`config.mk`:
```
export PLATFORM = sky130hd
export DESIGN_NAME = kse_jtag_tdr_ctrl
export DESIGN_NICKNAME = d
export VERILOG_FILES = /design/src/rtl/soc_mgmt_pkg.sv /design/src/rtl/kse_jtag_cmd_fifo.sv /design/src/rtl/kse_jtag_tdr_ctrl.sv
export SDC_FILE = /design/constraint.sdc
export NUM_CORES = 1
export LEC_CHECK = 0
export ABC_CLOCK_PERIOD_IN_PS = 2700
export BUFFER_PORTS_ARGS = -buffer_cell sky130_fd_sc_hd__buf_2
export CELL_PAD_IN_SITES_DETAIL_PLACEMENT = 1
export CELL_PAD_IN_SITES_GLOBAL_PLACEMENT = 1
export CORE_ASPECT_RATIO = 0.6
export CORE_MARGIN = 5
export CORE_UTILIZATION = 45
export DETAILED_ROUTE_END_ITERATION = 6
export PLACE_DENSITY_LB_ADDON = 0.05
export SETUP_SLACK_MARGIN = 0.3
export SLEW_MARGIN = 30
export SYNTH_ARGS = -nofsm -noshare
export SYNTH_HDL_FRONTEND = slang
export SYNTH_HIERARCHICAL = 1
export SYNTH_SLANG_ARGS = --single-unit
```
`constraint.sdc`:
```
create_clock -name i_clk -period 2.7 [get_ports i_clk]
set_input_delay 0.135 -clock i_clk [delete_from_list [all_inputs] [get_ports i_clk]]
set_output_delay 0.135 -clock i_clk [all_outputs]
set_load 0.03 [all_outputs]
```
`src/rtl/soc_mgmt_pkg.sv`:
```
// ============================================================================
// soc_mgmt_pkg : shared types and constants for the KSE JTAG TDR controller
// Rev 1.0 : initial release
// ============================================================================
`default_nettype none

package soc_mgmt_pkg;

  localparam int KSE3_JTAG_HAW          = 32;
  localparam int SOC_MGMT_HDW           = 32;
  localparam int KSE_JTAG_TDR_CMD_DEPTH = 4;

  typedef enum logic [2:0] {
    KSE_JTAG_OP_NOP          = 3'd0,
    KSE_JTAG_OP_READ         = 3'd1,
    KSE_JTAG_OP_WRITE        = 3'd2,
    KSE_JTAG_OP_ENTER_ACCESS = 3'd3,
    KSE_JTAG_OP_INIT_ADAC    = 3'd4,
    KSE_JTAG_OP_DBG_SET      = 3'd5,
    KSE_JTAG_OP_DBG_CLR      = 3'd6,
    KSE_JTAG_OP_FLUSH        = 3'd7
  } kse_jtag_op_e;

  typedef struct packed {
    kse_jtag_op_e               op;
    logic [SOC_MGMT_HDW-1:0]    wdata;
    logic [KSE3_JTAG_HAW-1:0]   addr;
  } kse_jtag_cmd_t;

  // Capture-word bit offsets, relative to the end of last_rdata
  localparam int CAP_KSE_ERR  = 0;
  localparam int CAP_AHB_ERR  = 1;
  localparam int CAP_CMD_IGN  = 2;
  localparam int CAP_BUSY     = 3;
  localparam int CAP_FULL     = 4;
  localparam int CAP_OVERFLOW = 5;
  localparam int CAP_TIMEOUT  = 6;
  localparam int CAP_TXN_ID   = 7;
  localparam int CAP_LEVEL    = 8;

  typedef enum logic [0:0] {
    ST_IDLE = 1'b0,
    ST_WAIT = 1'b1
  } kse_jtag_state_e;

  function automatic logic kse_jtag_op_is_queued(input kse_jtag_op_e op);
    return (op == KSE_JTAG_OP_READ) || (op == KSE_JTAG_OP_WRITE) ||
           (op == KSE_JTAG_OP_ENTER_ACCESS) || (op == KSE_JTAG_OP_INIT_ADAC);
  endfunction

endpackage

`default_nettype wire

```
`src/rtl/kse_jtag_cmd_fifo.sv`:
```
// ============================================================================
// kse_jtag_cmd_fifo : register FIFO with push/pop/flush, full/empty/level
// Rev 1.0 : initial release
// ============================================================================
`default_nettype none

module kse_jtag_cmd_fifo
  import soc_mgmt_pkg::*;
#(
  parameter int  DEPTH = KSE_JTAG_TDR_CMD_DEPTH,
  parameter type T     = kse_jtag_cmd_t
) (
  input  logic                     i_clk,
  input  logic                     i_rst,
  input  logic                     i_push,
  input  T                         i_data,
  input  logic                     i_pop,
  input  logic                     i_flush,
  output T                         o_data,
  output logic                     o_full,
  output logic                     o_empty,
  output logic [$clog2(DEPTH):0]   o_level
);

  localparam int AW = $clog2(DEPTH);

  T              mem_q [DEPTH];
  logic [AW-1:0] wr_q;
  logic [AW-1:0] rd_q;
  logic [AW:0]   cnt_q;
  logic          push_ok;
  logic          pop_ok;

  assign o_full  = (cnt_q == (AW+1)'(DEPTH));
  assign o_empty = (cnt_q == '0);
  assign o_level = cnt_q;
  assign o_data  = mem_q[rd_q];
  // A full FIFO drops the push even when a pop frees a slot this cycle
  assign push_ok = i_push & ~o_full;
  assign pop_ok  = i_pop & ~o_empty;

  always_ff @(posedge i_clk) begin
    if (i_rst || i_flush) begin
      wr_q  <= '0;
      rd_q  <= '0;
      cnt_q <= '0;
    end else begin
      if (push_ok) wr_q <= wr_q + AW'(1);
      if (pop_ok)  rd_q <= rd_q + AW'(1);
      cnt_q <= cnt_q + {{AW{1'b0}}, push_ok} - {{AW{1'b0}}, pop_ok};
    end
  end

  always_ff @(posedge i_clk) begin
    if (push_ok) mem_q[wr_q] <= i_data;
  end

endmodule

`default_nettype wire

```
`src/rtl/kse_jtag_tdr_ctrl.sv`:
```
// ============================================================================
// kse_jtag_tdr_ctrl : JTAG TDR, command queue and KSE3 issue/response FSM
// Optional response watchdog: `define KSE_JTAG_TDR_TIMEOUT_EN
// Rev 1.0 : initial release
// ============================================================================
`default_nettype none

module kse_jtag_tdr_ctrl
  import soc_mgmt_pkg::*;
#(
  parameter int HAW       = KSE3_JTAG_HAW,
  parameter int HDW       = SOC_MGMT_HDW,
  parameter int CMD_DEPTH = KSE_JTAG_TDR_CMD_DEPTH,
  parameter int TIMEOUT_W = 16
) (
  input  logic            i_clk,
  input  logic            i_rst,
  input  logic            i_tdr_sel,
  input  logic            i_capture_dr,
  input  logic            i_shift_dr,
  input  logic            i_update_dr,
  input  logic            i_tdi,
  output logic            o_tdo,
  output logic [HAW-1:0]  o_ahb_haddr,
  output logic [HDW-1:0]  o_ahb_hwdata,
  output logic            o_ahb_hwrite,
  output logic            o_ahb_valid,
  output logic            o_enter_jtag_access_mode,
  output logic            o_init_kse3_adac_itf,
  output logic            o_jtag_dbg,
  output logic            o_transaction_id,
  input  logic [HDW-1:0]  i_ahb_hrdata,
  input  logic            i_jtag_ready,
  input  logic            i_jtag_kse_error,
  input  logic            i_jtag_ahb_error,
  input  logic            i_jtag_cmd_ignored
);

  localparam int TDR_W = HAW + HDW + 3;
  localparam int LVL_W = $clog2(CMD_DEPTH) + 1;

  typedef struct packed {
    kse_jtag_op_e   op;
    logic [HDW-1:0] wdata;
    logic [HAW-1:0] addr;
  } cmd_t;

  if ((TDR_W < HDW + 8 + LVL_W) || (CMD_DEPTH < 2) || (TIMEOUT_W < 1) ||
      ((CMD_DEPTH & (CMD_DEPTH - 1)) != 0)) begin : g_param_chk
    $error("kse_jtag_tdr_ctrl: illegal parameter combination");
  end

  logic [TDR_W-1:0] sr_q, sr_d, cap_word;
  logic             upd_vld_q;
  cmd_t             upd_cmd_q;
  kse_jtag_state_e  state_q, state_d;
  logic             valid_q, valid_d, hwrite_q, hwrite_d;
  logic             enter_q, enter_d, init_q, init_d;
  logic             dbg_q, dbg_d, txn_q, txn_d;
  logic [HAW-1:0]   haddr_q, haddr_d;
  logic [HDW-1:0]   hwdata_q, hwdata_d, rdata_q, rdata_d;
  logic             kse_err_q, kse_err_d, ahb_err_q, ahb_err_d, ign_q, ign_d;
  logic             ovf_q, ovf_d, tmo_q, tmo_d;

  logic             do_cap, do_shift, do_upd;
  logic             push, pop, flush, fifo_full, fifo_empty, tmo_expire;
  cmd_t             head;
  logic [LVL_W-1:0] fifo_level;

  assign do_cap   = i_tdr_sel & i_capture_dr;
  assign do_shift = i_tdr_sel & i_shift_dr & ~i_capture_dr;
  assign do_upd   = i_tdr_sel & i_update_dr & ~i_capture_dr & ~i_shift_dr;
  assign push     = upd_vld_q & kse_jtag_op_is_queued(upd_cmd_q.op);
  assign flush    = upd_vld_q & (upd_cmd_q.op == KSE_JTAG_OP_FLUSH);

  kse_jtag_cmd_fifo #(
    .DEPTH (CMD_DEPTH),
    .T     (cmd_t)
  ) u_fifo (
    .i_clk   (i_clk),
    .i_rst   (i_rst),
    .i_push  (push),
    .i_data  (upd_cmd_q),
    .i_pop   (pop),
    .i_flush (flush),
    .o_data  (head),
    .o_full  (fifo_full),
    .o_empty (fifo_empty),
    .o_level (fifo_level)
  );

`ifdef KSE_JTAG_TDR_TIMEOUT_EN
  logic [TIMEOUT_W-1:0] tmo_cnt_q;

  always_ff @(posedge i_clk) begin
    if (i_rst || (state_q == ST_IDLE)) tmo_cnt_q <= '0;
    else                               tmo_cnt_q <= tmo_cnt_q + TIMEOUT_W'(1);
  end

  assign tmo_expire = &(tmo_cnt_q + TIMEOUT_W'(1));
`else
  assign tmo_expire = 1'b0;
`endif

  always_comb begin
    cap_word = '0;
    cap_word[HDW-1:0]                = rdata_q;
    cap_word[HDW + CAP_KSE_ERR]      = kse_err_q;
    cap_word[HDW + CAP_AHB_ERR]      = ahb_err_q;
    cap_word[HDW + CAP_CMD_IGN]      = ign_q;
    cap_word[HDW + CAP_BUSY]         = valid_q | ~fifo_empty;
    cap_word[HDW + CAP_FULL]         = fifo_full;
    cap_word[HDW + CAP_OVERFLOW]     = ovf_q;
    cap_word[HDW + CAP_TIMEOUT]      = tmo_q;
    cap_word[HDW + CAP_TXN_ID]       = txn_q;
    cap_word[HDW + CAP_LEVEL +: LVL_W] = fifo_level;
  end

  always_comb begin
    sr_d = sr_q;
    if (do_cap)        sr_d = cap_word;
    else if (do_shift) sr_d = {i_tdi, sr_q[TDR_W-1:1]};
  end

  always_comb begin
    state_d   = state_q;
    valid_d   = valid_q;
    haddr_d   = haddr_q;
    hwdata_d  = hwdata_q;
    hwrite_d  = hwrite_q;
    enter_d   = enter_q;
    init_d    = init_q;
    txn_d     = txn_q;
    rdata_d   = rdata_q;
    kse_err_d = kse_err_q;
    ahb_err_d = ahb_err_q;
    ign_d     = ign_q;
    dbg_d     = dbg_q;
    ovf_d     = ovf_q;
    tmo_d     = tmo_q;
    pop       = 1'b0;

    case (state_q)
      ST_IDLE: begin
        if (!fifo_empty) begin
          pop      = 1'b1;
          valid_d  = 1'b1;
          haddr_d  = head.addr;
          hwdata_d = head.wdata;
          hwrite_d = (head.op == KSE_JTAG_OP_WRITE);
          enter_d  = (head.op == KSE_JTAG_OP_ENTER_ACCESS);
          init_d   = (head.op == KSE_JTAG_OP_INIT_ADAC);
          txn_d    = ~txn_q;
          state_d  = ST_WAIT;
        end
      end
      ST_WAIT: begin
        // A response arriving on the expiry cycle takes precedence
        if (i_jtag_ready) begin
          valid_d   = 1'b0;
          enter_d   = 1'b0;
          init_d    = 1'b0;
          rdata_d   = i_ahb_hrdata;
          kse_err_d = i_jtag_kse_error;
          ahb_err_d = i_jtag_ahb_error;
          ign_d     = i_jtag_cmd_ignored;
          state_d   = ST_IDLE;
        end else if (tmo_expire) begin
          valid_d = 1'b0;
          enter_d = 1'b0;
          init_d  = 1'b0;
          tmo_d   = 1'b1;
          state_d = ST_IDLE;
        end
      end
      default: state_d = ST_IDLE;
    endcase

    if (do_cap) begin
      ovf_d = 1'b0;
      if (!(state_q == ST_WAIT && !i_jtag_ready && tmo_expire)) tmo_d = 1'b0;
    end
    if (upd_vld_q) begin
      case (upd_cmd_q.op)
        KSE_JTAG_OP_DBG_SET: dbg_d = 1'b1;
        KSE_JTAG_OP_DBG_CLR: dbg_d = 1'b0;
        KSE_JTAG_OP_FLUSH:   ovf_d = 1'b0;
        default:             ;
      endcase
    end
    if (push && fifo_full) ovf_d = 1'b1;
  end

  always_ff @(posedge i_clk) begin
    if (i_rst) begin
      sr_q      <= '0;
      upd_vld_q <= 1'b0;
      upd_cmd_q <= '0;
      state_q   <= ST_IDLE;
      valid_q   <= 1'b0;
      haddr_q   <= '0;
      hwdata_q  <= '0;
      hwrite_q  <= 1'b0;
      enter_q   <= 1'b0;
      init_q    <= 1'b0;
      txn_q     <= 1'b0;
      rdata_q   <= '0;
      kse_err_q <= 1'b0;
      ahb_err_q <= 1'b0;
      ign_q     <= 1'b0;
      dbg_q     <= 1'b0;
      ovf_q     <= 1'b0;
      tmo_q     <= 1'b0;
    end else begin
      sr_q      <= sr_d;
      upd_vld_q <= do_upd;
      upd_cmd_q <= cmd_t'(sr_q);
      state_q   <= state_d;
      valid_q   <= valid_d;
      haddr_q   <= haddr_d;
      hwdata_q  <= hwdata_d;
      hwrite_q  <= hwrite_d;
      enter_q   <= enter_d;
      init_q    <= init_d;
      txn_q     <= txn_d;
      rdata_q   <= rdata_d;
      kse_err_q <= kse_err_d;
      ahb_err_q <= ahb_err_d;
      ign_q     <= ign_d;
      dbg_q     <= dbg_d;
      ovf_q     <= ovf_d;
      tmo_q     <= tmo_d;
    end
  end

  assign o_tdo                    = sr_q[0];
  assign o_ahb_haddr              = haddr_q;
  assign o_ahb_hwdata             = hwdata_q;
  assign o_ahb_hwrite             = hwrite_q;
  assign o_ahb_valid              = valid_q;
  assign o_enter_jtag_access_mode = enter_q;
  assign o_init_kse3_adac_itf     = init_q;
  assign o_jtag_dbg               = dbg_q;
  assign o_transaction_id         = txn_q;

endmodule

`default_nettype wire

```
==> metrics.md <==
| Metric | Value |
|---|---|
| Main synth FF type | `edfxtp_1` |
| Total Routing Usage GR | `18.66%` |
| First-pass GRT wire length | `67120 microns` |
| Utilization after layout | `53.36%` |
| Post-synth top area cell | `edfxtp_1` |
| Setup CP Type | `reg -> reg` |
| Initial Utilization | `45.54%` |
| DRC violations left | `0` |
| Clock sink count | `519` |
| Synth area leaders | `edfxtp_1, dfxtp_1, mux4_2, nand2_1, a21oi_1` |
| Wire per inst | `20.39 microns` |
| Setup TNS Final | `0 ns` |
| Slew Viols, Final | `0` |
| CP peak stage delay | `0.37 ns` |
| Area post-placement | `0.01962 sq mm` |
| Crit path time final | `2.322 ns` |
| Rows | `57` |
| Crit end category | `register` |
| Worst vdd ir | `0.3857 mV` |
| Core outline area | `0.04051 sq mm` |
| Sequential Power Share | `54.7%` |
| Area grow syn2layout | `17.19%` |
| Max-cap violations | `0` |
| Critical Path AT | `2.79 ns` |
| H-tree levels | `2` |
| Asr flop ratio synth | `0%` |
| PortBufs | `113` |
| CP Max Fanout | `6` |
| Vias | `10.88k` |
| Post-Syn Nets | `1413` |
| Post-layout net count | `1563` |
| Number of synthesized flops with an enable pin | `268` |
| TritonRoute pass-1 iters | `5` |
| #FFs+latches synth | `519` |
| Avg Vias per Cell | `5.224` |
| Maximum clock insertion buffer count | `3` |
| RSZ-0062 raised after global routing | `no` |
| N_diodes | `0` |
| Worst r2r src | `upd_cmd_q[66]` |
| Sw frac | `20.12%` |
| Status | `finished with violations` |
| Clk Latency, worst-skew pair | `0.55 ns` |
| Largest net degree at the start of global routing | `69` |
| Worst-path cell chain | `or3_4 -> and3_4 -> and2_4 -> inv_4 -> ha_4 -> inv_1 -> ha_2 -> fa_2 -> xnor2_2 -> xnor2_1 -> nor3_1` |
| Leakage power | `7.504 nW` |
| Hold crit path type | `in -> reg` |
| Vias in the first global route | `11.51k` |
| Mean Syn Cell Area | `13.53 sq um` |
| Crit start category | `register` |
| Worst Tran Pin Value | `0.8453 ns` |
| P_sw | `3.075 mW` |
| Die area | `0.04527 sq mm` |
| Maximum achievable frequency | `430.6 MHz` |
| Post-synthesis sequential area ratio | `70.87%` |
| Final setup fails | `0` |
| Post-DRT Antenna Nets | `0` |
| Gpl congestion | `0.7147` |
| DRT iter0 DRCs | `625` |
| CTS tree | `yes` |
| TritonCTS Buffers | `48` |
| Comb pwr share | `2.2%` |
| IO Pins | `114` |
| Post-synth top area share | `43.63%` |
| Synthesized area | `0.01845 sq mm` |
| Final worst hold slack | `-0.01174 ns` |
| WP buf/inv | `2` |
| Root buf cell | `clkbuf_16` |
| Final Cell Area | `0.02162 sq mm` |
| Clk pwr share | `43.1%` |
| Post-route clock period utilization | `86.02%` |
| Die width | `271.4 microns` |
| Syn Inst Count | `1363` |
| Reg clk slew, reported paths | `0.06 ns` |
| Failing checks | `negative hold slack` |
| HP Start | `i_rst` |
| CP delay by family, top | `simple AND/OR/NAND/NOR gates` |
| DP Wirelength | `25570 microns` |
| Req. time, crit path | `3.16 ns` |
| Total gr overflow | `0` |
| Initial antenna violation count | `0` |
| Crit path launch | `upd_cmd_q[66]` |
| Max stage delay cell, worst path | `fa_2` |
| Rel. slew slack | `43.65%` |
| Power Dens Cells | `706.8 mW/mm^2` |
| P_int | `12.20 mW` |
| Synth cell types | `43` |
| Tot Pwr | `15.28 mW` |
| Share of post-route cells with drive strength above 1 | `19.54%` |
| DRT Wirelength | `42450 microns` |
| Die Span Y | `166.8 microns` |
| Synth warn | `6` |
| Max Clock Skew | `0.01465 ns` |
| Hold Vio Cnt, Final | `4` |
## metal layers
metal / vias to the layer above / GRT usage [%] / wire, microns
met4: 0 / 3.122 / 578
met2: 161 / 28.45 / 18860
met5: - / 0 / 0
met3: 48 / 3.106 / 1626
li1: 5157 / - / -
met1: 5511 / 28.87 / 21390
## sequential cells by signal, indices dropped and copies added, names as in the netlist, named ones only
| register | count |
|---|---|
| o_jtag_dbg | 1 |
| o_ahb_valid | 1 |
| o_init_kse3_adac_itf | 1 |
| u_fifo/mem_q | 268 |
| o_enter_jtag_access_mode | 1 |
| rdata_q | 32 |
| u_fifo/rd_q | 2 |
| u_fifo/wr_q | 2 |
| sr_q | 67 |
| ign_q | 1 |
| o_transaction_id | 1 |
| o_ahb_hwdata | 32 |
| upd_vld_q | 1 |
| ahb_err_q | 1 |
| upd_cmd_q | 67 |
| u_fifo/o_level | 3 |
| o_ahb_haddr | 32 |
| kse_err_q | 1 |
| ovf_q | 1 |
| o_ahb_hwrite | 1 |
| state_q | 1 |
## synth_stat cells (5+ instances only)
library cell	count
nand2b_1	7
dfxtp_1	251
a311oi_1	35
and3_1	5
ha_1	6
nor2_1	46
a211oi_1	6
edfxtp_1	268
nor3_1	5
clkbuf_1	39
nor2b_1	69
buf_2	31
mux2i_1	9
nand2_1	327
a21oi_1	130
buf_1	8
inv_1	7
mux4_2	67
## path summary, 6_finish.rpt
kind	end	slack [ns]	cells past startpoint
max	u_fifo/o_level[2]	0.38	11
min	upd_cmd_q[64]	-0.01	2
max reg2reg	u_fifo/o_level[2]	0.38	11
min reg2reg	o_ahb_haddr[11]	0.45	2
## power by group through the flow
| stage | clock (mW) | combinational [mW] | sequential, mW |
|---|---|---|---|
| final | 6.58 | 0.334 | 8.36 |
| after global routing | 7.14 | 0.369 | 8.36 |
| after CTS | 6.76 | 0.336 | 8.36 |
| after detailed placement | 0 | 0.289 | 8.53 |
| after global placement | 0 | 0.286 | 8.53 |
| after floorplan | 0 | 0.180 | 8.51 |
## repair_timing
item | CTS | global route
setup endpoints to repair | 1 | 2
gates resized for setup | 5 | 7
pin swaps | 1 | 6
endpoints found under the hold margin | 46 | 0
buffers inserted | 1 | 4
gates cloned | 0 | 0
hold buffers | 41 | 0
## cell families after synthesis
kind of cell	after synthesis	share of synthesized area [%]
XOR/XNOR	4	0.1900
buffers and inverters	95	2.618
AO/OA/AOI/OAI	178	5.677
adder cells (fa/ha/maj)	7	0.5155
AND/OR/NAND/NOR	484	11.46
multiplexers	76	8.669
flip-flops	519	70.87
## stage by stage
stage,setup WS [ns],cells,hold WS (ns)
CTS,0.3306,2078,0.004784
global placement,0.2507,1948,0.3764
global route,0.2954,2082,0.05144
finish,0.3775,2082,-0.01174
floorplan,0.2838,1363,0.2020
detailed placement,0.2075,1948,0.3833
## cells in the final DEF, fill, tap and decap left out, types with 5 or more instances in the layout
cell and count:
nand2_1 326, edfxtp_1 268, dfxtp_1 244, a21oi_1 130, buf_2 112, nor2b_1 68, mux4_2 67, clkbuf_16 49
nor2_1 46, dlygate4sd3_1 41, a311oi_1 35, buf_4 24, clkbuf_1 18, mux2i_1 9, buf_12 9, nand2b_1 7
clkinv_2 7, a211oi_1 6, inv_1 6, and3_4 5, clkbuf_8 5, clkinv_1 5
## area by class of cell
type | count | area (sq um)
repair buffers | 187 | 1343
fillers | 4008 | 18890
well taps | 531 | 664.4
flip-flops and latches | 519 | 13090
inverters | 8 | 37.54
clock buffers | 72 | 1363
multi-input cells | 749 | 4967
clock inverters | 16 | 151.4
No activity file was read; power rests on OpenSTA's default activity.
